===== src/rtl/alu_result_select_reg.sv =====
// Selects one of NUM_SRC unit results, derives flags, registers through a 2-entry skid buffer.
// Optional macro ALU_STICKY_FLAGS_EN adds clr_sticky, sticky_ovf and sticky_err.
module alu_result_select_reg #(
    parameter int WIDTH   = 32,
    parameter int NUM_SRC = 4,
    parameter int SEL_W   = 2
) (
    input  logic                     clk,
    input  logic                     rst_n,
    input  logic                     in_valid,
    output logic                     in_ready,
    input  logic [SEL_W-1:0]         sel,
    input  logic [NUM_SRC*WIDTH-1:0] src_data,
    input  logic [NUM_SRC-1:0]       src_carry,
    input  logic [NUM_SRC-1:0]       src_ovf,
    output logic                     out_valid,
    input  logic                     out_ready,
    output logic [WIDTH-1:0]         result,
    output logic                     flag_zero,
    output logic                     flag_neg,
    output logic                     flag_carry,
    output logic                     flag_ovf,
`ifdef ALU_STICKY_FLAGS_EN
    input  logic                     clr_sticky,
    output logic                     sticky_ovf,
    output logic                     sticky_err,
`endif
    output logic                     sel_err
);

    typedef struct packed {
        logic [WIDTH-1:0] result;
        logic             zero;
        logic             neg;
        logic             carry;
        logic             ovf;
        logic             err;
    } entry_t;

    typedef enum logic [1:0] {
        EMPTY = 2'd0,
        ONE   = 2'd1,
        FULL  = 2'd2
    } state_t;

    state_t state;
    entry_t head;
    entry_t skid;
    entry_t nxt;
    logic   hit;
    logic   accept;
    logic   pop;

    assign accept = in_valid && in_ready;
    assign pop    = out_valid && out_ready;

    // Loop compare instead of a range check keeps sel_err well defined when NUM_SRC == 2**SEL_W.
    always_comb begin
        nxt = '0;
        hit = 1'b0;
        for (int unsigned i = 0; i < NUM_SRC; i++) begin
            if (sel == SEL_W'(i)) begin
                hit        = 1'b1;
                nxt.result = src_data[i*WIDTH +: WIDTH];
                nxt.carry  = src_carry[i];
                nxt.ovf    = src_ovf[i];
            end
        end
        nxt.err  = !hit;
        nxt.zero = (nxt.result == '0);
        nxt.neg  = nxt.result[WIDTH-1];
    end

    always_ff @(posedge clk or negedge rst_n) begin
        if (!rst_n) begin
            state     <= EMPTY;
            head      <= '0;
            skid      <= '0;
            in_ready  <= 1'b1;
            out_valid <= 1'b0;
        end else begin
            case (state)
                EMPTY: begin
                    if (accept) begin
                        head      <= nxt;
                        state     <= ONE;
                        out_valid <= 1'b1;
                    end
                end
                ONE: begin
                    if (accept && !pop) begin
                        skid     <= nxt;
                        state    <= FULL;
                        in_ready <= 1'b0;
                    end else if (!accept && pop) begin
                        state     <= EMPTY;
                        out_valid <= 1'b0;
                    end else if (accept && pop) begin
                        head <= nxt;
                    end
                end
                FULL: begin
                    if (pop) begin
                        head     <= skid;
                        state    <= ONE;
                        in_ready <= 1'b1;
                    end
                end
                default: begin
                    state     <= EMPTY;
                    in_ready  <= 1'b1;
                    out_valid <= 1'b0;
                end
            endcase
        end
    end

    assign result     = head.result;
    assign flag_zero  = head.zero;
    assign flag_neg   = head.neg;
    assign flag_carry = head.carry;
    assign flag_ovf   = head.ovf;
    assign sel_err    = head.err;

`ifdef ALU_STICKY_FLAGS_EN
    // A set in the same cycle as a clear wins.
    always_ff @(posedge clk or negedge rst_n) begin
        if (!rst_n) begin
            sticky_ovf <= 1'b0;
            sticky_err <= 1'b0;
        end else begin
            sticky_ovf <= (sticky_ovf && !clr_sticky) || (pop && head.ovf);
            sticky_err <= (sticky_err && !clr_sticky) || (pop && head.err);
        end
    end
`endif

endmodule


===== config.mk =====
export PLATFORM = sky130hd
export DESIGN_NAME = alu_result_select_reg
export DESIGN_NICKNAME = d
export VERILOG_FILES = /design/src/rtl/alu_result_select_reg.sv
export SDC_FILE = /design/constraint.sdc
export NUM_CORES = 1
export LEC_CHECK = 0
export BUFFER_PORTS_ARGS = -buffer_cell sky130_fd_sc_hd__buf_2
export CELL_PAD_IN_SITES_DETAIL_PLACEMENT = 2
export CELL_PAD_IN_SITES_GLOBAL_PLACEMENT = 2
export CORE_ASPECT_RATIO = 0.7
export CORE_MARGIN = 2
export CORE_UTILIZATION = 30
export DETAILED_ROUTE_END_ITERATION = 7
export GPL_TIMING_DRIVEN = 0
export HOLD_SLACK_MARGIN = 0.02
export MAX_ROUTING_LAYER = met4
export PLACE_DENSITY_LB_ADDON = 0.25
export RECOVER_POWER = 25
export SLEW_MARGIN = 10
export SYNTH_ARGS = -nofsm -noshare
export SYNTH_HDL_FRONTEND = slang
export SYNTH_SLANG_ARGS = --single-unit

===== constraint.sdc =====
create_clock -name clk -period 2.1 [get_ports clk]
set_input_delay 0.105 -clock clk [delete_from_list [all_inputs] [get_ports clk]]
set_output_delay 0.105 -clock clk [all_outputs]
set_load 0.02 [all_outputs]

==> reports/results.ini <==
[global_routing]
top_usage_layer=met2
antenna_found_initial=0
overflow=0
grt_usage_pct=21.8
grt_pass1_wl_mm=22.7
use_met3_pct=4.97
grtUsageMet1_pct=28.5
grt_pass1_vias=4142
grt_max_degree=43
grt_use_met2_pct=35.0

[drt]
route.detailed.drc=0
firstDrtPassIters=4
drt_iter0_drc=96
avgRoutedWirePerCell_um=20.8
drt_wl_total_mm=14.5
ant_nets=0
routed_via_density=4.97
vias=3467

[setup_path]
path_common_cell=buf_6
path_class=input pin to register
cp_max_fo=10
slowest_delay_ns=0.56
crit_path_end_kind=register
required_ns=2.37
cp_cell_sequence=buf_6 -> buf_6 -> mux4_2 -> nor4_1 -> nand4_1 -> o31ai_1 -> mux2_1
critPathSlowestCell=mux4_2
start_kind=input pin
cp_data_arrival_time_ns=2.22

[sta]
slew_headroom_pct=38.4
max_clock_freq_mhz=514
worst_slew_pin_slew_ns=0.924
hold_viol=0
drv_slew=0
finClkSkew_ns=0.00478
fin_crit_sh_pct=92.6
finalSetupViolations=0
grt_setup_unrepaired=false
setup_slack_ns=0.155
fin_crit_ns=1.95

[final_layout]
fin_area_um2=5640
fin_nets=653
antenna_cells=0
regMostFlops=skid
largest_reg_flops=36
drive_above_1_share_pct=57.3
instances_no_fill=698
area_growth_pct=37.3

[floorplanning]
dieArea_um2=14700
ios=181
start_util_pct=31.0
chipHeight_um=102
core.rowCount=35
core_um2=13300
die_x_um=144

[pwr]
peakVddDrop_mv=0.433
power_leakage_uw=0.00302
power.total_uw=5520
power_density_nw_per_um2=980

[synthesis]
yosys_warnings=0
synth_nets=461
synthCells=316
synthesis.area_um2=4110
ys_seq_area_share_pct=46.3
synth-seq-cells=76
async_reset_ff_share_pct=100
synth_edf_count=0
synth.distinct_cells=32
syn_area_per_cell_um2=13.0
ys.flop_type=dfrtp_1

[cts]
clk_path_buf_depth=2
tritoncts=done
clock_sinks=76
clock-root-buffer=clkbuf_16
numCtsBuffers=9
cts.clk_slew.worst_paths_ns=0.06
clock_latency_ns=0.34
ctsHtreeMaxLevel=3

[placed_design]
place_congestion=0.767
dpl.hpwl_mm=11.3
dp.cells=680
place_ws_ns=-0.770
placed_cell_area_um2=5250
portBuffers=178

[hold_path]
min_path_type=input pin to register

[outcome]
outcome=finished, final reports clean

[flow_run]
cap_violations=0

## cell usage after synthesis, drive strengths merged (2+ instances only)
master	instances	area share (%)
mux2i	34	8.3
inv	3	0.27
nor2b	3	0.46
a21oi	3	0.37
nor2	2	0.18
nand2	42	3.8
o31ai	2	0.37
mux4	34	19
ha	3	0.91
buf	9	1.8
nor4	8	1.4
dfrtp	75	46
a21o	2	0.37
nand4	2	0.30
o21ai	36	4.5
clkbuf	15	1.4
mux2	35	9.6
## routing by layer
layer	wire length (µm)	part of all wire, %
met1	6500	45
met2	7190	50
met3	665	4.6
met4	134	0.92
met5	0	0
## cells by family (layout without fill, tap and decap cells)
kind of cell	count (synthesis)	in the layout	synth area share (%)
AO/OA/AOI/OAI	45	45	5.88
adder cells (fa/ha/maj)	3	3	0.914
buffers and inverters	27	224	3.44
flip-flops	76	76	46.3
multiplexers	103	103	36.5
AND/OR/NAND/NOR	62	62	6.91
## final timing paths
kind,from,end,slack (ns),depth (start not counted)
max,sel[0],flag_zero,0.15,7
min,out_ready,in_ready,0.06,3
max reg2reg,in_ready,skid[5],0.16,7
min reg2reg,result[10],result[10],0.48,2
max in group asynchronous,rst_n,skid[9],0.45,3
min in group asynchronous,rst_n,out_valid,0.44,2
## stage by stage
stage	utilization [%]	hold slack (ns)	setup TNS, ns
3_5_place_dp	39.6	0.102	-23.82
5_1_grt	42.5	0.0854	0
4_1_cts	42.4	0.0626	0
6_report	42.5	0.0573	0
3_3_place_gp	39.4	0.405	-16.52
2_1_floorplan	-	-0.191	0
## cell type report
| type | instances | area (µm²) |
|---|---|---|
| clock inverters | 6 | 63.8 |
| inverters | 3 | 11.3 |
| flip-flops and latches | 76 | 1900 |
| clock buffers | 10 | 239 |
| plain buffers | 24 | 171 |
| well taps | 185 | 231 |
| fillers | 1399 | 7630 |
| multi-input cells | 213 | 2090 |
| repair buffers | 181 | 928 |
## what timing repair did
action,CTS,global route
hold buffers,1,0
pin swaps,0,1
gates resized for setup,22,11
endpoints found under the hold margin,34,0
cloned,0,0
buffers inserted,0,1
setup endpoints to repair,55,54
## cells in the final DEF, fill, tap and decap left out, types with 2 or more instances in the layout
master	Yosys	layout
o31ai_1	2	2
nand2_1	42	42
dfrtp_1	75	75
a21oi_1	3	3
clkbuf_2	0	12
nor4_1	7	5
buf_12	1	2
inv_1	3	3
clkinv_2	0	2
clkinvlp_4	0	2
nor2_1	2	2
nor4_2	1	3
nor2b_1	3	3
mux2_2	34	34
buf_2	1	180
nand4_1	2	2
o21ai_0	35	35
mux2i_1	34	34
buf_4	2	2
a21o_1	2	2
buf_6	2	2
mux4_2	34	34
ha_1	3	3
clkbuf_4	0	5
clkbuf_16	0	9
clkbuf_8	0	2
## power breakdown
part	total, µW	leakage (µW)	switching, µW	internal [µW]
Clock	1580	0.000144	630	950
Sequential	2230	0.000993	277	1960
Combinational	1710	0.00188	1010	706
Total	5520	0.00302	1910	3610
## worst max-delay path: cells and delay by family
kind                   cells  cell delay, ns
muxes                      2            0.75
buffers and inverters      2            0.35
and+or+nand+nor            2            0.58
AOI/OAI and AO/OA          1            0.41
Power figures use the tool's default switching activity.
